<file path="src/rtl/jam_pkg.sv">
// ---------------------------------------------------------------------------
// jam_pkg : shared types and sizing helpers for the jam_perm_search engine.
// ---------------------------------------------------------------------------
`default_nettype none

package jam_pkg;

  // Search controller states.
  typedef enum logic [2:0] {
    ST_IDLE  = 3'd0,
    ST_ACCUM = 3'd1,
    ST_EVAL  = 3'd2,
    ST_PIVOT = 3'd3,
    ST_SWAP  = 3'd4,
    ST_REV   = 3'd5,
    ST_DONE  = 3'd6
  } jam_state_e;

  // Ceiling log2, usable in constant expressions.
  function automatic int jam_clog2(input int value);
    int r;
    r = 0;
    while ((1 << r) < value) r = r + 1;
    return r;
  endfunction

  // Index width: enough bits for 0..n-1, never less than one bit.
  function automatic int jam_iw(input int n);
    return (jam_clog2(n) < 1) ? 1 : jam_clog2(n);
  endfunction

  // Total-cost width: n words of cw bits summed without overflow.
  function automatic int jam_sw(input int n, input int cw);
    return cw + jam_clog2(n);
  endfunction

  // Default engine sizing.
  localparam int JAM_N_DEF   = 8;
  localparam int JAM_CW_DEF  = 7;
  localparam int JAM_MCW_DEF = 16;
  localparam int JAM_IW_DEF  = jam_iw(JAM_N_DEF);
  localparam int JAM_SW_DEF  = jam_sw(JAM_N_DEF, JAM_CW_DEF);

endpackage

`default_nettype wire

</file>
<file path="src/rtl/jam_perm_next.sv">
// ---------------------------------------------------------------------------
// jam_perm_next : permutation register with lexicographic next-permutation
//                 steps (init / pivot / swap / reverse), one step per strobe.
// Revision      : 1.0
// ---------------------------------------------------------------------------
`default_nettype none

module jam_perm_next import jam_pkg::*; #(
  parameter int N  = JAM_N_DEF,
  parameter int IW = jam_iw(N)
) (
  input  logic            clk_i,
  input  logic            rst_ni,
  input  logic            init_i,
  input  logic            pivot_i,
  input  logic            swap_i,
  input  logic            rev_i,
  output logic [N*IW-1:0] perm_o,
  output logic            last_o
);

  logic [IW-1:0] perm_q [N];
  logic [IW-1:0] perm_d [N];
  logic [IW-1:0] ident_w [N];
  logic [IW-1:0] p_q;
  logic [IW-1:0] p_find_w;
  logic [IW-1:0] q_find_w;

  for (genvar k = 0; k < N; k++) begin : g_ident
    assign ident_w[k]          = IW'(k);
    assign perm_o[k*IW +: IW]  = perm_q[k];
  end

  // Pivot: largest p with perm[p] < perm[p+1]; later hits override earlier.
  always_comb begin
    p_find_w = '0;
    for (int i = 0; i < N - 1; i++) begin
      if (perm_q[i] < perm_q[i+1]) p_find_w = IW'(i);
    end
  end

  // Swap partner: largest q beyond the pivot whose value exceeds perm[p].
  always_comb begin
    q_find_w = p_q;
    for (int i = 0; i < N; i++) begin
      if ((IW'(i) > p_q) && (perm_q[i] > perm_q[p_q])) q_find_w = IW'(i);
    end
  end

  // Final permutation is strictly descending.
  always_comb begin
    last_o = 1'b1;
    for (int i = 0; i < N - 1; i++) begin
      if (!(perm_q[i] > perm_q[i+1])) last_o = 1'b0;
    end
  end

  // Next permutation contents for the active strobe.
  always_comb begin
    int j;
    j      = 0;
    perm_d = perm_q;
    if (init_i) begin
      perm_d = ident_w;
    end else if (swap_i) begin
      perm_d[p_q]      = perm_q[q_find_w];
      perm_d[q_find_w] = perm_q[p_q];
    end else if (rev_i) begin
      // Mirror the tail p+1..N-1 around its centre.
      for (int i = 0; i < N; i++) begin
        if (IW'(i) > p_q) begin
          j         = N + int'(p_q) - i;
          perm_d[i] = perm_q[IW'(j)];
        end
      end
    end
  end

  // Permutation and pivot registers.
  always_ff @(posedge clk_i or negedge rst_ni) begin
    if (!rst_ni) begin
      perm_q <= ident_w;
      p_q    <= '0;
    end else begin
      perm_q <= perm_d;
      if (pivot_i) p_q <= p_find_w;
    end
  end

endmodule

`default_nettype wire

</file>
<file path="src/rtl/jam_perm_search.sv">
// ---------------------------------------------------------------------------
// jam_perm_search : exhaustive N-job / N-worker assignment search.
//                   Walks all permutations in lexicographic order, sums the
//                   table costs and keeps the best total, its multiplicity
//                   and the first permutation reaching it.
// Revision        : 1.0
// ---------------------------------------------------------------------------
`default_nettype none

module jam_perm_search import jam_pkg::*; #(
  parameter int N   = JAM_N_DEF,
  parameter int CW  = JAM_CW_DEF,
  parameter int MCW = JAM_MCW_DEF,
  parameter int IW  = jam_iw(N),
  parameter int SW  = jam_sw(N, CW)
) (
  input  logic            CLK,
  input  logic            RST_N,
  input  logic            Start,
  input  logic            Mode,
  input  logic [CW-1:0]   Cost,
  output logic [IW-1:0]   W,
  output logic [IW-1:0]   J,
  output logic            Busy,
  output logic            Valid,
  output logic [SW-1:0]   MinCost,
  output logic [MCW-1:0]  MatchCount,
  output logic [N*IW-1:0] BestPerm
);

  jam_state_e      state_q, state_d;
  logic            mode_q, mode_d;
  logic            first_q, first_d;
  logic [SW-1:0]   acc_q, acc_d;
  logic [IW-1:0]   w_q, w_d;
  logic [IW-1:0]   j_q, j_d;
  logic [SW-1:0]   min_q, min_d;
  logic [MCW-1:0]  cnt_q, cnt_d;
  logic [N*IW-1:0] best_q, best_d;

  logic            init_s, pivot_s, swap_s, rev_s;
  logic            last_perm_w;
  logic            last_k_w;
  logic            better_w;
  logic [N*IW-1:0] perm_w;
  logic [IW-1:0]   perm_a [N];

  jam_perm_next #(
    .N  (N),
    .IW (IW)
  ) u_perm (
    .clk_i   (CLK),
    .rst_ni  (RST_N),
    .init_i  (init_s),
    .pivot_i (pivot_s),
    .swap_i  (swap_s),
    .rev_i   (rev_s),
    .perm_o  (perm_w),
    .last_o  (last_perm_w)
  );

  for (genvar k = 0; k < N; k++) begin : g_unpack
    assign perm_a[k] = perm_w[k*IW +: IW];
  end

  assign last_k_w = (w_q == IW'(N - 1));
  assign better_w = mode_q ? (acc_q > min_q) : (acc_q < min_q);

  // State register.
  always_ff @(posedge CLK or negedge RST_N) begin
    if (!RST_N) state_q <= ST_IDLE;
    else        state_q <= state_d;
  end

  // Next-state sequencing: N accumulate cycles, evaluate, then three steps
  // to advance the permutation.
  always_comb begin
    state_d = state_q;
    case (state_q)
      ST_IDLE:  if (Start) state_d = ST_ACCUM;
      ST_ACCUM: if (last_k_w) state_d = ST_EVAL;
      ST_EVAL:  state_d = last_perm_w ? ST_DONE : ST_PIVOT;
      ST_PIVOT: state_d = ST_SWAP;
      ST_SWAP:  state_d = ST_REV;
      ST_REV:   state_d = ST_ACCUM;
      ST_DONE:  state_d = ST_IDLE;
      default:  state_d = ST_IDLE;
    endcase
  end

  // State-decoded status and permutation strobes.
  always_comb begin
    Busy    = (state_q != ST_IDLE);
    Valid   = (state_q == ST_DONE);
    init_s  = (state_q == ST_IDLE) && Start;
    pivot_s = (state_q == ST_PIVOT);
    swap_s  = (state_q == ST_SWAP);
    rev_s   = (state_q == ST_REV);
  end

  // Datapath next values: addressing, accumulation and best-result update.
  always_comb begin
    mode_d  = mode_q;
    first_d = first_q;
    acc_d   = acc_q;
    w_d     = w_q;
    j_d     = j_q;
    min_d   = min_q;
    cnt_d   = cnt_q;
    best_d  = best_q;
    case (state_q)
      ST_IDLE: begin
        if (Start) begin
          mode_d  = Mode;
          first_d = 1'b1;
          acc_d   = '0;
          cnt_d   = '0;
          w_d     = '0;
          j_d     = '0;
        end
      end
      ST_ACCUM: begin
        acc_d = acc_q + SW'(Cost);
        if (last_k_w) begin
          w_d = '0;
          j_d = '0;
        end else begin
          w_d = w_q + IW'(1);
          j_d = perm_a[w_q + IW'(1)];
        end
      end
      ST_EVAL: begin
        first_d = 1'b0;
        acc_d   = '0;
        if (first_q || better_w) begin
          min_d  = acc_q;
          cnt_d  = MCW'(1);
          best_d = perm_w;
        end else if (acc_q == min_q) begin
          cnt_d = cnt_q + MCW'(1);
        end
      end
      ST_REV: begin
        // The reversed tail never includes index 0, so perm[0] is already
        // final during this cycle.
        w_d = '0;
        j_d = perm_a[0];
      end
      default: begin
      end
    endcase
  end

  // Datapath and result registers.
  always_ff @(posedge CLK or negedge RST_N) begin
    if (!RST_N) begin
      mode_q  <= 1'b0;
      first_q <= 1'b0;
      acc_q   <= '0;
      w_q     <= '0;
      j_q     <= '0;
      min_q   <= '0;
      cnt_q   <= '0;
      best_q  <= '0;
    end else begin
      mode_q  <= mode_d;
      first_q <= first_d;
      acc_q   <= acc_d;
      w_q     <= w_d;
      j_q     <= j_d;
      min_q   <= min_d;
      cnt_q   <= cnt_d;
      best_q  <= best_d;
    end
  end

  assign W          = w_q;
  assign J          = j_q;
  assign MinCost    = min_q;
  assign MatchCount = cnt_q;
  assign BestPerm   = best_q;

endmodule

`default_nettype wire
</file>
<file path="config.mk">
export PLATFORM = sky130hd
export DESIGN_NAME = jam_perm_search
export DESIGN_NICKNAME = d
export VERILOG_FILES = /design/src/rtl/jam_pkg.sv /design/src/rtl/jam_perm_next.sv /design/src/rtl/jam_perm_search.sv
export SDC_FILE = /design/constraint.sdc
export NUM_CORES = 1
export LEC_CHECK = 0
export BUFFER_PORTS_ARGS = -buffer_cell sky130_fd_sc_hd__buf_2
export CORE_MARGIN = 4
export CORE_UTILIZATION = 65
export DETAILED_ROUTE_END_ITERATION = 16
export GPL_ROUTABILITY_DRIVEN = 0
export PLACE_DENSITY = 0.86
export REMOVE_ABC_BUFFERS = 1
export SKIP_CTS_REPAIR_TIMING = 1
export SLEW_MARGIN = 20
export SYNTH_ARGS = -nofsm -noshare
export SYNTH_HDL_FRONTEND = slang
export SYNTH_SLANG_ARGS = --single-unit
</file>
<file path="constraint.sdc">
create_clock -name CLK -period 13.67 [get_ports CLK]
set_clock_uncertainty 0.05 [all_clocks]
set_input_delay 1.367 -clock CLK [delete_from_list [all_inputs] [get_ports CLK]]
set_output_delay 1.367 -clock CLK [all_outputs]
set_load 0.03 [all_outputs]
</file>
# Word-level counts from Yosys, hierarchy flattened
# Cells that the tools add are included.
# word_totals
mem_bits_rw	0
latchBits	0
romBits	0
memories	0
reg_bits	98
wordCells	225
out_inout_bits	58
# op_classes
mul	0
addsub	11
n_shift	0
n_lt_le_gt_ge	44
mux	89
reduce_logical	41
div	0
bitwise	11
n_eq_ne	11
# ops
op	count
2-to-1 mux 3 bit	51
binary-select mux 3 bit (select 3 bit)	11
2-to-1 mux 24 bit	3
bitwise mux 24 bit	2
2-to-1 mux 16 bit	3
> comparator 3 bit	15
nonzero test 3 bit	12
greater-or-equal comparator 3 x 4 -> 1 bit, second input constant	8
case mux 16 bit (2 select lines)	1
case mux 10 bit (3 select lines)	1
AND reduction 2 bit	14
NOT 3 bit	8
demux 3 bit (select 3 bit)	2
less-than comparator 3 bit	6
case mux 3 bit (3 select lines)	2
case mux 3 bit (6 select lines)	1
adder 16 x 1 -> 16 bit, second input constant	1
== test 3 bit, second input constant	4
greater-or-equal comparator 4 bit, second input constant	3
> comparator 3 bit, first input constant	4
NOT 3 -> 4 bit	3
subtractor 3 bit, second input constant	4
logical AND 1 bit	11
adder 10 x 7 -> 10 bit	1
other kinds (21)	36

# Logic depth before layout (Yosys ltp)
# Gate-level depths: netlist (run 1).
# logic_depth
ltp_word	22
depth_mapped	19
mapped_depth_nobuf	15

# Cells and area by module
# A second synthesis (run 1) with hierarchy kept.
# hier_totals
hier_cells	852
hier_area_um2	8308.0
# modules_own_cells
module	area_each_um2	n_inst	cells_each	seq_area_each_um2
jam_perm_next	4371.7	1	500	690.7
jam_perm_search	3936.3	1	352	1776.7

# Worst setup path before layout (run 1)
# Ideal clock, no wire load.
# synth_timing
path_type	reg2reg
startpoint	reg u_perm.p_q[0]
endpoint	reg u_perm.perm_q, in the netlist u_perm.perm_o[20]
synth_period_minus_slack_ps	4707
path_stages_with_launch	17
setup_slack_ps	8963
path_buffers	4
arrival_ps	4559
cell_sequence	dfrtp_1 -> buf_6 -> clkbuf_1 -> buf_2 -> mux4_2 -> a21oi_1 -> ha_1 -> nor2b_1 -> o21a_1 -> o21a_1 -> a211o_2 -> a21o_1 -> buf_4 -> mux2i_1 -> mux2_2 -> a221o_2 -> a221oi_1
# synth_between
elab_chain_len	22
# synth_lines
element	line	text
from (decl)	jam_perm_next.sv:25	logic [IW-1:0] p_q;
from (signal assigned)	jam_perm_next.sv:86	if (pivot_i) p_q <= p_find_w;
NOT 3 -> 4 bit (not written as such)	jam_perm_next.sv:46, jam_perm_next.sv:66, jam_perm_next.sv:67	
binary-select mux 3 bit (select 3 bit)	jam_perm_next.sv:46, jam_perm_next.sv:67	
2-to-1 mux 3 bit (not written as such) (2 in series)	jam_perm_next.sv:46, jam_perm_next.sv:67	
> comparator 3 bit	jam_perm_next.sv:46	if ((IW'(i) > p_q) && (perm_q[i] > perm_q[p_q])) q_find_w = IW'(i);
logical AND 1 bit	jam_perm_next.sv:46	
2-to-1 mux 3 bit (8 in series)	jam_perm_next.sv:46	
NOT 3 -> 4 bit (not written as such)	jam_perm_next.sv:66, jam_perm_next.sv:67	
greater-or-equal comparator 4 bit (not written as such) (tied with other cells)	jam_perm_next.sv:67	perm_d[q_find_w] = perm_q[p_q];
logical AND 1 bit (not written as such) or 2-to-1 mux 3 bit (tied branches)	jam_perm_next.sv:67, jam_perm_next.sv:66	
2-to-1 mux 3 bit (on tied branches)	jam_perm_next.sv:67, jam_perm_next.sv:66	
demux 3 bit (select 3 bit) or bitwise mux 24 bit (tied branches)	jam_perm_next.sv:67, jam_perm_next.sv:66	
bitwise mux 24 bit	jam_perm_next.sv:67	
2-to-1 mux 24 bit	jam_perm_next.sv:65	end else if (swap_i) begin
2-to-1 mux 24 bit	jam_perm_next.sv:63	if (init_i) begin
to (signal assigned)	jam_perm_next.sv:82	perm_q <= ident_w;
to (signal assigned)	jam_perm_next.sv:85	perm_q <= perm_d;
to (decl)	jam_perm_next.sv:22	logic [IW-1:0] perm_q [N];
# Parallel ways exist; a longest one is shown, timed or not. The select of a mux whose other input is x is not followed.
# A chain may end at the register's enable or synchronous reset.

# Worst setup path after layout (run 1)
# layout_timing
startpoint	reg u_perm.p_q[0]
endpoint	reg u_perm.perm_q, in the netlist u_perm.perm_o[11]
# The elaborated chain is that of the path after synthesis.

==> impl_metrics.prom, run 1 <==
# TYPE chip_impl_metric gauge
chip_impl_metric{name="std_cell_rows",unit=""} 39
chip_impl_metric{name="syn_to_final_growth",unit="%"} 9.682
chip_impl_info{name="hp-class",value="reg2reg"} 1
chip_impl_metric{name="grt_max_degree",unit=""} 86
chip_impl_metric{name="antenna_cells_inserted",unit=""} 0
chip_impl_metric{name="final_layout_size_suffix_gt1_share",unit="%"} 19.24
chip_impl_metric{name="critPathArrivalTime",unit="ns"} 5.68
chip_impl_metric{name="p_comb_share",unit="%"} 26.9
chip_impl_metric{name="finalWirelength",unit="um"} 23240
chip_impl_metric{name="via_per_inst",unit=""} 7.123
chip_impl_info{name="setup.worst_path.end_class",value="register"} 1
chip_impl_metric{name="buffer_ports.inserted",unit=""} 68
chip_impl_metric{name="post_drt_wl_per_cell",unit="um"} 22.98
chip_impl_metric{name="ir_worst_vdd",unit="uV"} 70.62
chip_impl_metric{name="synth.avg_cell_area",unit="um2"} 9.526
chip_impl_metric{name="die_width",unit="um"} 117.5
chip_impl_info{name="rsz0062_at_grt",value="no"} 1
chip_impl_metric{name="post-route-period-util",unit="%"} 40.08
chip_impl_metric{name="synthesis.area",unit="mm2"} 0.007792
chip_impl_metric{name="async_reset_ff_share",unit="%"} 100.0
chip_impl_metric{name="power_switching_share",unit="%"} 33.69
chip_impl_metric{name="synth.yosys.seq_area_share",unit="%"} 31.66
chip_impl_info{name="clockRootBuffer",value="sky130_fd_sc_hd__clkbuf_16"} 1
chip_impl_metric{name="fin_util",unit="%"} 73.90
chip_impl_metric{name="clkSinkCount",unit=""} 98
chip_impl_metric{name="setup_total_negative_slack",unit="ns"} 0
chip_impl_metric{name="final_hold_viol_count",unit=""} 0
chip_impl_metric{name="drt_first_pass_iters",unit=""} 5
chip_impl_metric{name="timing.final.setup_violations",unit=""} 0
chip_impl_metric{name="post-place-ws",unit="ns"} 8.382
chip_impl_metric{name="period_minus_slack",unit="ns"} 5.479
chip_impl_info{name="status",value="complete, no violations"} 1
chip_impl_metric{name="hold-worst-slack",unit="ns"} 0.4285
chip_impl_metric{name="clk_pin_slew",unit="ns"} 0.07
chip_impl_metric{name="grt_first_pass_wirelength",unit="um"} 37980
chip_impl_metric{name="grt-ovfl-total",unit=""} 0
chip_impl_metric{name="power.switching",unit="W"} 0.0003079
chip_impl_metric{name="worst-endpoint-required",unit="ns"} 13.87
chip_impl_metric{name="power.density",unit="mW/mm2"} 106.9
chip_impl_metric{name="tritoncts.num_buffers",unit=""} 9
chip_impl_metric{name="post-layout-total-power",unit="W"} 0.0009139
chip_impl_metric{name="syn-instance-count",unit=""} 818
chip_impl_metric{name="power.clock.fraction",unit="%"} 33.3
chip_impl_metric{name="slew_headroom",unit="%"} 29.32
chip_impl_metric{name="clock_path_buffers",unit=""} 2
chip_impl_metric{name="ys_warn_count",unit=""} 0
chip_impl_metric{name="synth_cell_types",unit=""} 75
chip_impl_metric{name="antenna_found_initial",unit=""} 0
chip_impl_metric{name="fp.dieArea",unit="mm2"} 0.01380
chip_impl_metric{name="finalMaxSlewViolations",unit=""} 0
chip_impl_metric{name="dp.final_hpwl",unit="um"} 16270
chip_impl_metric{name="detail-route-antenna-nets",unit=""} 0
chip_impl_metric{name="effective_utilization_at_floorplan",unit="%"} 67.38
chip_impl_metric{name="placeableCoreArea",unit="mm2"} 0.01156
chip_impl_metric{name="sequentialPowerShare",unit="%"} 39.8
chip_impl_metric{name="drv_cap",unit=""} 0
chip_impl_metric{name="cellInternalPower",unit="W"} 0.0006060
chip_impl_metric{name="grt.total_usage",unit="%"} 34.18
chip_impl_metric{name="drtIter0Drc",unit=""} 863
chip_impl_metric{name="max_clock_freq",unit="GHz"} 0.1825
chip_impl_metric{name="residual_drc_count",unit=""} 0
chip_impl_metric{name="final_critical_path_setup_slack",unit="ns"} 8.191
chip_impl_metric{name="route.vias.total",unit=""} 7201
chip_impl_metric{name="synth.ff_latch_count",unit=""} 98
chip_impl_metric{name="num_io_pins",unit=""} 69
chip_impl_info{name="synth_ff_type",value="sky130_fd_sc_hd__dfrtp_1"} 1
chip_impl_metric{name="cts.htree.levels",unit=""} 3
chip_impl_metric{name="r2r_slack",unit="ns"} 8.19
chip_impl_info{name="crit_path_start_kind",value="register"} 1
chip_impl_metric{name="clk-insertion-delay-late",unit="ns"} 0.36
chip_impl_info{name="cts_tree",value="yes"} 1
chip_impl_info{name="kind_of_critical_path",value="reg2reg"} 1
chip_impl_metric{name="worstMarginPinSlew",unit="ns"} 1.060
chip_impl_metric{name="num-nets-final",unit=""} 950
chip_impl_metric{name="die_y",unit="um"} 117.5
chip_impl_metric{name="leakagePower",unit="nW"} 4.150
chip_impl_metric{name="via_count_of_the_first_global_routing_pass",unit=""} 7410
chip_impl_metric{name="path_max_fanout",unit=""} 45
chip_impl_metric{name="synth-edff-count",unit=""} 0
synthesized netlist by cell type, types with 4 or more instances:
library cell | number | area (um2)
sky130_fd_sc_hd__a21o_1 | 13 | 97.59
sky130_fd_sc_hd__a21oi_1 | 48 | 240.2
sky130_fd_sc_hd__o22ai_1 | 4 | 25.02
sky130_fd_sc_hd__dfrtp_1 | 86 | 2152
sky130_fd_sc_hd__buf_1 | 5 | 18.77
sky130_fd_sc_hd__a31oi_1 | 12 | 75.07
sky130_fd_sc_hd__o211a_1 | 5 | 50.05
sky130_fd_sc_hd__o21ai_0 | 53 | 265.3
sky130_fd_sc_hd__o21bai_1 | 4 | 30.03
sky130_fd_sc_hd__o31ai_1 | 6 | 45.04
sky130_fd_sc_hd__o221ai_1 | 5 | 43.79
sky130_fd_sc_hd__mux4_2 | 22 | 495.5
sky130_fd_sc_hd__a22o_1 | 11 | 96.34
sky130_fd_sc_hd__xor2_1 | 14 | 122.6
sky130_fd_sc_hd__nor3_1 | 9 | 45.04
sky130_fd_sc_hd__a221oi_2 | 4 | 60.06
sky130_fd_sc_hd__clkbuf_1 | 27 | 101.4
sky130_fd_sc_hd__nand4_1 | 10 | 62.56
sky130_fd_sc_hd__nand3_1 | 10 | 50.05
sky130_fd_sc_hd__nor2_1 | 50 | 187.7
sky130_fd_sc_hd__nor2b_1 | 16 | 100.1
sky130_fd_sc_hd__a22oi_1 | 5 | 37.54
sky130_fd_sc_hd__a211o_1 | 5 | 43.79
sky130_fd_sc_hd__inv_1 | 50 | 187.7
sky130_fd_sc_hd__a221oi_1 | 13 | 113.9
sky130_fd_sc_hd__ha_1 | 75 | 938.4
sky130_fd_sc_hd__buf_2 | 4 | 20.02
sky130_fd_sc_hd__mux2_2 | 21 | 236.5
sky130_fd_sc_hd__mux2i_1 | 37 | 370.4
sky130_fd_sc_hd__xnor2_1 | 6 | 52.55
sky130_fd_sc_hd__o211ai_1 | 4 | 30.03
sky130_fd_sc_hd__and3_1 | 16 | 100.1
sky130_fd_sc_hd__nand2b_1 | 5 | 31.28
sky130_fd_sc_hd__o21a_1 | 10 | 75.07
sky130_fd_sc_hd__a211oi_1 | 7 | 52.55
sky130_fd_sc_hd__nand2_1 | 79 | 296.5
sky130_fd_sc_hd__and2_1 | 10 | 62.56
sky130_fd_sc_hd__dfstp_2 | 12 | 315.3
registers in the layout, summed over array words and instances (netlist names):
name / flops
W: 3
mode_q: 1
MinCost: 10
acc_q: 10
state_q: 3
BestPerm: 24
u_perm.perm_o: 24
MatchCount: 16
u_perm.p_q: 3
first_q: 1
J: 3
path summary, 6_finish.rpt:
kind	to	start	cells past startpoint
min	BestPerm[20]	BestPerm[20]	2
max in group asynchronous	u_perm.p_q[0]	RST_N	2
min in group asynchronous	mode_q	RST_N	1
max	u_perm.perm_o[11]	u_perm.p_q[0]	15
min reg2reg	BestPerm[20]	BestPerm[20]	2
max reg2reg	u_perm.perm_o[11]	u_perm.p_q[0]	15
logic make-up (layout without fill, tap and decap cells):
logic type                 after synthesis  after routing  share of synthesized area [%]
and+or+nand+nor                        219            219                          13.57
xor gates and xnor gates                20             20                          2.248
muxes                                   80             80                          14.15
adders and majority gates               76             76                          12.30
AOI/OAI and AO/OA                      235            235                          21.44
buffers and inverters                   90            140                          4.640
DFF                                     98             98                          31.66
power by group through the flow:
stage / clock network [W] / registers [W] / logic [W]
4_1_cts: 0.000307 / 0.000364 / 0.000247
6_report: 0.000304 / 0.000364 / 0.000246
3_5_place_dp: 0 / 0.000368 / 0.000243
2_1_floorplan: 0 / 0.000441 / 0.0000943
5_1_grt: 0.000320 / 0.000370 / 0.000268
3_3_place_gp: 0 / 0.000365 / 0.000235
cells in the final DEF (no fill, tap or decap), types with 14 or more instances in the layout:
master                    synthesis  layout
sky130_fd_sc_hd__a21oi_1         48      48
sky130_fd_sc_hd__and3_1          16      16
sky130_fd_sc_hd__buf_2            4      67
sky130_fd_sc_hd__dfrtp_1         86      85
sky130_fd_sc_hd__ha_1            75      75
sky130_fd_sc_hd__inv_1           50      50
sky130_fd_sc_hd__mux2_2          21      21
sky130_fd_sc_hd__mux2i_1         37      37
sky130_fd_sc_hd__mux4_2          22      22
sky130_fd_sc_hd__nand2_1         79      79
sky130_fd_sc_hd__nor2_1          50      50
sky130_fd_sc_hd__nor2b_1         16      16
sky130_fd_sc_hd__o21ai_0         53      53
sky130_fd_sc_hd__xor2_1          14      14
cell type report:
class	count	area, um2
Clock buffer	10	239.0
Fill cell	835	3018
Timing Repair Buffer	73	384.1
Sequential cell	98	2469
Clock inverter	6	118.9
Tap cell	143	178.9
Inverter	51	191.4
Multi-Input combinational cell	630	4966
critical path: stages (launching register included):
cell and delay (ns):
sky130_fd_sc_hd__dfrtp_2 1.05, sky130_fd_sc_hd__mux2i_1 0.31, sky130_fd_sc_hd__nand2_1 0.08, sky130_fd_sc_hd__nand2_1 0.12, sky130_fd_sc_hd__nor2_1 0.04, sky130_fd_sc_hd__a21oi_1 0.78, sky130_fd_sc_hd__ha_1 0.40, sky130_fd_sc_hd__nor2b_1 0.13
sky130_fd_sc_hd__o21ai_0 0.19, sky130_fd_sc_hd__a21oi_1 0.18, sky130_fd_sc_hd__a211o_2 0.41, sky130_fd_sc_hd__a21o_1 0.29, sky130_fd_sc_hd__mux2i_1 0.16, sky130_fd_sc_hd__mux2_2 0.30, sky130_fd_sc_hd__a221o_2 0.51, sky130_fd_sc_hd__a221oi_1 0.34
layer usage:
| metal | global-route usage [%] | part of all wire [%] | vias to the layer above |
|---|---|---|---|
| li1 | - | - | 3122 |
| met1 | 41.51 | 36 | 3410 |
| met2 | 54.70 | 45 | 505 |
| met5 | 0 | 0 | - |
| met4 | 21.10 | 6.7 | 0 |
| met3 | 8.746 | 12 | 164 |
stage by stage:
| step | area (um2) | std cells |
|---|---|---|
| after floorplan | 7622 | 779 |
| after global placement | 8185 | 995 |
| after detailed placement | 8185 | 995 |
| after CTS | 8543 | 1011 |
| after global routing | 8547 | 1011 |
| final | 8547 | 1011 |
(Power assumes the default switching activity.)
==> inputs of run 2 (changes only) <==
--- a/config.mk
+++ b/config.mk
@@ -7,10 +7,10 @@
 export LEC_CHECK = 0
 export BUFFER_PORTS_ARGS = -buffer_cell sky130_fd_sc_hd__buf_2
 export CORE_MARGIN = 4
-export CORE_UTILIZATION = 65
+export CORE_UTILIZATION = 61
 export DETAILED_ROUTE_END_ITERATION = 16
 export GPL_ROUTABILITY_DRIVEN = 0
-export PLACE_DENSITY = 0.86
+export PLACE_DENSITY = 0.81
 export REMOVE_ABC_BUFFERS = 1
 export SKIP_CTS_REPAIR_TIMING = 1
 export SLEW_MARGIN = 20
==> constraint.sdc (replaced) <==
create_clock -name CLK -period 5.4 [get_ports CLK]
set_clock_uncertainty 0.05 [all_clocks]
set_input_delay 0.54 -clock CLK [delete_from_list [all_inputs] [get_ports CLK]]
set_output_delay 0.54 -clock CLK [all_outputs]
set_load 0.03 [all_outputs]
==> run 2 against run 1 <==
Against the previous run: clock power grew 120%; total power grew 140%; non-clock buffer count grew 9; routed wire length grew 1.8%; critical path depth shrank 2; global-route usage shrank 0.86 points; sequential power grew to 2.5 times the previous value; register-to-register slack lost 7.4 ns; core utilization shrank 5.5 points; largest power group unchanged.
==> impl_metrics.prom, run 2 (synthesized netlist as in run 1, its figures left out) <==
# TYPE chip_impl_metric gauge
chip_impl_metric{name="residual_drc_count",unit=""} 0
chip_impl_metric{name="finalMaxSlewViolations",unit=""} 0
chip_impl_metric{name="post_drt_wl_per_cell",unit="um"} 22.56
chip_impl_info{name="crit_path_top_delay_cell",value="sky130_fd_sc_hd__mux4_2"} 1
chip_impl_metric{name="cellInternalPower",unit="W"} 0.001439
chip_impl_info{name="final_cell_mix",value="85 x sky130_fd_sc_hd__dfrtp_1, 79 x sky130_fd_sc_hd__nand2_1, 75 x sky130_fd_sc_hd__ha_1"} 1
chip_impl_metric{name="antenna_found_initial",unit=""} 0
chip_impl_metric{name="grt_first_pass_wirelength",unit="um"} 38230
chip_impl_metric{name="max_clock_freq",unit="GHz"} 0.2174
chip_impl_metric{name="crit_buf_inv",unit=""} 1
chip_impl_metric{name="critPathArrivalTime",unit="ns"} 4.81
chip_impl_info{name="clockRootBuffer",value="sky130_fd_sc_hd__clkbuf_16"} 1
chip_impl_info{name="layout_commonest_cell",value="sky130_fd_sc_hd__dfrtp_1"} 1
chip_impl_metric{name="path_max_fanout",unit=""} 22
chip_impl_metric{name="setup_total_negative_slack",unit="ns"} 0
chip_impl_metric{name="clock_path_buffers",unit=""} 2
chip_impl_metric{name="worstMarginPinSlew",unit="ns"} 1.005
chip_impl_metric{name="power.density",unit="mW/mm2"} 258.0
chip_impl_metric{name="period_minus_slack",unit="ns"} 4.599
chip_impl_metric{name="critical-path-max-stage-delay",unit="ns"} 0.55
chip_impl_metric{name="grt_max_degree",unit=""} 71
chip_impl_metric{name="final_hold_viol_count",unit=""} 0
chip_impl_metric{name="grt.total_usage",unit="%"} 33.33
chip_impl_metric{name="via_count_of_the_first_global_routing_pass",unit=""} 7333
chip_impl_metric{name="die_y",unit="um"} 121.0
chip_impl_metric{name="r2r_slack",unit="ns"} 0.80
chip_impl_metric{name="cts.htree.levels",unit=""} 3
chip_impl_metric{name="post-route-period-util",unit="%"} 85.17
chip_impl_metric{name="worst-endpoint-required",unit="ns"} 5.61
chip_impl_metric{name="timing.final.setup_violations",unit=""} 0
chip_impl_metric{name="buffer_ports.inserted",unit=""} 68
chip_impl_metric{name="clk-insertion-delay-late",unit="ns"} 0.36
chip_impl_metric{name="via_per_inst",unit=""} 6.997
chip_impl_info{name="setup.worst_path.end_class",value="register"} 1
chip_impl_metric{name="drtIter0Drc",unit=""} 1033
chip_impl_metric{name="syn_to_final_growth",unit="%"} 10.26
chip_impl_metric{name="post-layout-total-power",unit="W"} 0.002217
chip_impl_metric{name="die_width",unit="um"} 121.0
chip_impl_info{name="rsz0062_at_grt",value="no"} 1
chip_impl_metric{name="effective_utilization_at_floorplan",unit="%"} 62.00
chip_impl_info{name="hp-class",value="in2async"} 1
chip_impl_metric{name="detail-route-antenna-nets",unit=""} 0
chip_impl_metric{name="drv_cap",unit=""} 0
chip_impl_metric{name="final_layout_size_suffix_gt1_share",unit="%"} 19.95
chip_impl_info{name="status",value="complete, no violations"} 1
chip_impl_metric{name="clk_pin_slew",unit="ns"} 0.07
chip_impl_info{name="critPathMostFrequentCell",value="sky130_fd_sc_hd__mux2_2"} 1
chip_impl_metric{name="power_switching_share",unit="%"} 35.09
chip_impl_info{name="crit_path_start_kind",value="register"} 1
chip_impl_info{name="crit_path_cell_trace",value="buf_4 > mux4_2 > mux2_2 > ha_1 > nor2b_1 > o21ai_0 > a211o_1 > a211o_2 > a21oi_4 > mux2i_1 > mux2_2 > a221o_2 > a221oi_1"} 1
chip_impl_metric{name="ir_worst_vdd",unit="uV"} 167.0
chip_impl_info{name="critical_path.top_delay_family",value="compound AO/OA/AOI/OAI gates"} 1
chip_impl_metric{name="slew_headroom",unit="%"} 33.01
chip_impl_metric{name="sequentialPowerShare",unit="%"} 41.5
chip_impl_metric{name="num-nets-final",unit=""} 959
chip_impl_metric{name="fp.dieArea",unit="mm2"} 0.01465
chip_impl_metric{name="antenna_cells_inserted",unit=""} 0
chip_impl_metric{name="clkSinkCount",unit=""} 98
chip_impl_metric{name="tritoncts.num_buffers",unit=""} 9
chip_impl_metric{name="std_cell_rows",unit=""} 41
chip_impl_metric{name="p_comb_share",unit="%"} 28.0
chip_impl_metric{name="finalWirelength",unit="um"} 23660
chip_impl_metric{name="route.vias.total",unit=""} 7340
chip_impl_metric{name="power.switching",unit="W"} 0.0007780
chip_impl_metric{name="drt_first_pass_iters",unit=""} 7
chip_impl_info{name="kind_of_critical_path",value="reg2reg"} 1
chip_impl_metric{name="placeableCoreArea",unit="mm2"} 0.01257
chip_impl_metric{name="grt-ovfl-total",unit=""} 0
chip_impl_metric{name="leakagePower",unit="nW"} 4.170
chip_impl_metric{name="dp.final_hpwl",unit="um"} 16730
chip_impl_metric{name="power.clock.fraction",unit="%"} 30.5
chip_impl_metric{name="num_io_pins",unit=""} 69
chip_impl_info{name="cts_tree",value="yes"} 1
-- run 2: cell types whose count changed in the layout (fill, tap and decap cells not counted) --
cell                        before  now
sky130_fd_sc_hd__bufinv_16       3    1
sky130_fd_sc_hd__buf_4           5   15
sky130_fd_sc_hd__clkbuf_1        0    1
sky130_fd_sc_hd__clkinv_2        0    2
sky130_fd_sc_hd__inv_6           2    1
sky130_fd_sc_hd__buf_6           1    0
-- run 2: worst register-to-register path, stage by stage, from the launching register on --
cell and delay (ns):
sky130_fd_sc_hd__dfrtp_1 0.35, sky130_fd_sc_hd__buf_4 0.28, sky130_fd_sc_hd__mux4_2 0.55, sky130_fd_sc_hd__mux2_2 0.42
sky130_fd_sc_hd__ha_1 0.24, sky130_fd_sc_hd__nor2b_1 0.11, sky130_fd_sc_hd__o21ai_0 0.14, sky130_fd_sc_hd__a211o_1 0.36
sky130_fd_sc_hd__a211o_2 0.38, sky130_fd_sc_hd__a21oi_4 0.34, sky130_fd_sc_hd__mux2i_1 0.15, sky130_fd_sc_hd__mux2_2 0.29
sky130_fd_sc_hd__a221o_2 0.51, sky130_fd_sc_hd__a221oi_1 0.34
-- run 2: layout make-up --
| class | instances | area, um2 |
|---|---|---|
| fill | 969 | 3976 |
| multi-input combinational | 630 | 4966 |
| tap | 172 | 215.2 |
| clock inverter | 5 | 60.06 |
| sequential | 98 | 2469 |
| timing repair buffer | 82 | 447.9 |
| inverter | 51 | 191.4 |
| clock buffer | 11 | 242.7 |
-- run 2: power by group through the flow --
| stage | Combinational (W) | Clock, W | Sequential, W |
|---|---|---|---|
| 6_report | 0.000621 | 0.000675 | 0.000920 |
| 3_3_place_gp | 0.000597 | 0 | 0.000924 |
| 4_1_cts | 0.000625 | 0.000681 | 0.000921 |
| 2_1_floorplan | 0.000239 | 0 | 0.00112 |
| 5_1_grt | 0.000679 | 0.000711 | 0.000937 |
| 3_5_place_dp | 0.000615 | 0 | 0.000933 |
-- run 2: layer usage --
metal | GRT usage, % | routed length (um) | vias to the layer above
li1 | - | - | 3142
met1 | 42.30 | 8631 | 3441
met2 | 51.86 | 10460 | 578
met3 | 7.925 | 2933 | 179
met4 | 19.62 | 1635 | 0
met5 | 0 | 0 | -
-- run 2: metrics by stage --
step,utilization (%),cell area (um2),setup slack (ns),hold slack (ns),cells
after detailed placement,65.95,8289,0.9789,0.4166,1033
after global routing,68.36,8592,0.5483,0.07781,1049
final,68.36,8592,0.8010,0.04942,1049
after global placement,65.95,8289,1.086,0.4106,1033
after floorplan,-,7622,0.4295,0.1944,779
after CTS,68.36,8592,0.9267,0.05710,1049
-- run 2: path summary, 6_finish.rpt --
kind	from	cells past startpoint	to
setup / recovery	u_perm.p_q[1]	13	u_perm.perm_o[20]
hold / removal	RST_N	1	acc_q[4]
setup reg to reg	u_perm.p_q[1]	13	u_perm.perm_o[20]
hold reg to reg	BestPerm[13]	2	BestPerm[13]
max in group asynchronous	RST_N	2	u_perm.p_q[0]
min in group CLK	Mode	3	mode_q
==> inputs of run 3 (changes only) <==
--- a/config.mk
+++ b/config.mk
@@ -5,8 +5,8 @@
 export SDC_FILE = /design/constraint.sdc
 export NUM_CORES = 1
 export LEC_CHECK = 0
-export BUFFER_PORTS_ARGS = -buffer_cell sky130_fd_sc_hd__buf_2
-export CORE_MARGIN = 4
+export BUFFER_PORTS_ARGS = -buffer_cell sky130_fd_sc_hd__buf_4
+export CORE_MARGIN = 2
 export CORE_UTILIZATION = 61
 export DETAILED_ROUTE_END_ITERATION = 16
 export GPL_ROUTABILITY_DRIVEN = 0
==> run 3 against run 2 <==
Against the previous run: setup slack worse by 0.38 ns; clock power is 0.7% higher; non-clock buffer count is 3 higher; via count is 0.75% lower; core utilization is 1.5 points higher; sequential power is 0.8% higher; hold slack worse by 0.015 ns; total power is 2.6% higher; critical path type unchanged.
==> impl_metrics.prom, run 3 (synthesized netlist as in run 1, its figures left out) <==
# TYPE chip_impl_metric gauge
chip_impl_info{name="status",value="complete, no violations"} 1
chip_impl_metric{name="timing.final.setup_violations",unit=""} 0
chip_impl_metric{name="residual_drc_count",unit=""} 0
chip_impl_info{name="rsz0062_at_grt",value="no"} 1
chip_impl_metric{name="power.density",unit="mW/mm2"} 259.1
chip_impl_metric{name="antenna_cells_inserted",unit=""} 0
chip_impl_metric{name="finalWirelength",unit="um"} 23900
chip_impl_metric{name="period_minus_slack",unit="ns"} 4.982
chip_impl_metric{name="worstMarginPinSlew",unit="ns"} 0.9836
chip_impl_info{name="launch_instance_of_the_worst_register_to_register_path",value="u_perm.p_q[0]"} 1
chip_impl_metric{name="antenna_found_initial",unit=""} 0
chip_impl_metric{name="fp.dieArea",unit="mm2"} 0.01369
chip_impl_metric{name="num-fill-cells",unit=""} 954
chip_impl_info{name="final_cell_mix",value="86 x sky130_fd_sc_hd__dfrtp_1, 85 x sky130_fd_sc_hd__buf_4, 79 x sky130_fd_sc_hd__nand2_1"} 1
chip_impl_info{name="hp-class",value="in2async"} 1
chip_impl_metric{name="worst-endpoint-required",unit="ns"} 5.61
chip_impl_metric{name="placeableCoreArea",unit="mm2"} 0.01257
chip_impl_metric{name="path_max_fanout",unit=""} 34
chip_impl_metric{name="tritoncts.num_buffers",unit=""} 9
chip_impl_metric{name="grt_first_pass_wirelength",unit="um"} 37560
chip_impl_info{name="kind_of_critical_path",value="reg2reg"} 1
chip_impl_metric{name="buffer_ports.inserted",unit=""} 68
chip_impl_metric{name="post-place-ws",unit="ns"} 0.6298
chip_impl_metric{name="num-nets-final",unit=""} 962
chip_impl_metric{name="num_io_pins",unit=""} 69
chip_impl_metric{name="final_critical_path_setup_slack",unit="ns"} 0.4183
chip_impl_metric{name="timing.reg2reg.worst_path_depth",unit=""} 13
chip_impl_metric{name="grt-ovfl-total",unit=""} 0
chip_impl_info{name="cts_tree",value="yes"} 1
chip_impl_metric{name="die_y",unit="um"} 117.0
chip_impl_info{name="setup.worst_path.end_class",value="register"} 1
chip_impl_metric{name="drt_first_pass_iters",unit=""} 6
chip_impl_metric{name="clkSinkCount",unit=""} 98
chip_impl_metric{name="max_clock_freq",unit="GHz"} 0.2007
chip_impl_metric{name="drv_cap",unit=""} 0
chip_impl_metric{name="setup_total_negative_slack",unit="ns"} 0
chip_impl_metric{name="syn_to_final_growth",unit="%"} 12.68
chip_impl_info{name="layout_commonest_cell",value="sky130_fd_sc_hd__dfrtp_1"} 1
chip_impl_metric{name="die_width",unit="um"} 117.0
chip_impl_metric{name="std_cell_rows",unit=""} 41
chip_impl_metric{name="r2r_slack",unit="ns"} 0.42
chip_impl_metric{name="clock_path_buffers",unit=""} 2
chip_impl_info{name="critical_path.startpoint",value="u_perm.p_q[0]"} 1
chip_impl_metric{name="cts.htree.levels",unit=""} 3
chip_impl_metric{name="clk-insertion-delay-late",unit="ns"} 0.37
chip_impl_metric{name="dp.final_hpwl",unit="um"} 16970
chip_impl_metric{name="drtIter0Drc",unit=""} 1059
chip_impl_metric{name="detailed_place.area",unit="mm2"} 0.008478
chip_impl_metric{name="leakagePower",unit="nW"} 4.211
chip_impl_metric{name="final_layout_size_suffix_gt1_share",unit="%"} 20.11
chip_impl_metric{name="post-route-period-util",unit="%"} 92.25
chip_impl_metric{name="via_count_of_the_first_global_routing_pass",unit=""} 7206
chip_impl_metric{name="post-layout-total-power",unit="W"} 0.002275
chip_impl_info{name="clockRootBuffer",value="sky130_fd_sc_hd__clkbuf_16"} 1
chip_impl_metric{name="clk_pin_slew",unit="ns"} 0.07
chip_impl_metric{name="grt.total_usage",unit="%"} 36.09
chip_impl_info{name="worst_setup_path_endpoint",value="u_perm.perm_o[11]"} 1
chip_impl_metric{name="grt_max_degree",unit=""} 74
chip_impl_metric{name="detail-route-antenna-nets",unit=""} 0
chip_impl_metric{name="slew_headroom",unit="%"} 34.42
chip_impl_metric{name="via_per_inst",unit=""} 6.925
chip_impl_info{name="critical_path.reg2reg.endpoint",value="u_perm.perm_o[11]"} 1
chip_impl_metric{name="effective_utilization_at_floorplan",unit="%"} 62.00
chip_impl_metric{name="post_drt_wl_per_cell",unit="um"} 22.72
chip_impl_metric{name="final_hold_viol_count",unit=""} 0
chip_impl_metric{name="ir_worst_vdd",unit="uV"} 211.2
chip_impl_metric{name="design_area",unit="mm2"} 0.008781
chip_impl_metric{name="route.vias.total",unit=""} 7285
chip_impl_info{name="crit_path_start_kind",value="register"} 1
chip_impl_metric{name="critPathArrivalTime",unit="ns"} 5.19
chip_impl_metric{name="finalMaxSlewViolations",unit=""} 0
run 3: per-stage QoR:
stage          utilization, %  hold WS [ns]  instances
2_1_floorplan               -        0.1944        779
3_3_place_gp            67.46        0.4067       1036
3_5_place_dp            67.46        0.4234       1036
4_1_cts                 69.87       0.04155       1052
5_1_grt                 69.87       0.06132       1052
6_report                69.87       0.03458       1052
run 3: layout make-up:
class	instances	area, um2	area share, %
Multi-Input combinational cell	630	4966	56.55
Sequential cell	98	2467	28.10
Timing Repair Buffer	85	638.1	7.267
Clock buffer	11	242.7	2.764
Tap cell	172	215.2	2.451
Inverter	51	191.4	2.180
Clock inverter	5	60.06	0.6840
run 3: how the worst min path moves through the flow:
stage                        to  slack, ns  cells after the start   from
floorplan           BestPerm[0]       0.19                      0  RST_N
global placement     MinCost[4]       0.41                      1  RST_N
detailed placement   MinCost[4]       0.42                      1  RST_N
CTS                  MinCost[4]       0.04                      1  RST_N
global route        BestPerm[3]       0.06                      1  RST_N
finish              BestPerm[3]       0.03                      1  RST_N
run 3: worst max-delay path, stage by stage, from the launching register on:
cell                       delay (ns)
sky130_fd_sc_hd__dfrtp_1         0.65
sky130_fd_sc_hd__buf_4           0.49
sky130_fd_sc_hd__mux4_2          0.38
sky130_fd_sc_hd__mux2_2          0.42
sky130_fd_sc_hd__ha_1            0.26
sky130_fd_sc_hd__nor2b_1         0.12
sky130_fd_sc_hd__o21ai_0         0.16
sky130_fd_sc_hd__a211o_1         0.36
sky130_fd_sc_hd__a211o_2         0.37
sky130_fd_sc_hd__a21oi_4         0.33
sky130_fd_sc_hd__mux2i_1         0.12
sky130_fd_sc_hd__mux2_2          0.29
sky130_fd_sc_hd__a221o_2         0.50
sky130_fd_sc_hd__a221oi_1        0.34
run 3: per-layer routing:
layer / track usage [%] / vias up / routed length [um]
li1: - / 3150 / -
met1: 44.93 / 3432 / 9080
met2: 56.26 / 531 / 10470
met3: 8.548 / 172 / 2484
met4: 23.76 / 0 / 1868
met5: 0 / - / 0
run 3: power breakdown:
part / switching [W] / total, W / internal, W / leakage [nW]
Sequential: 0.0000846 / 0.000927 / 0.000843 / 1.20
Clock: 0.000305 / 0.000680 / 0.000375 / 0.147
Combinational: 0.000394 / 0.000668 / 0.000274 / 2.87
Total: 0.000784 / 0.00228 / 0.00149 / 4.21
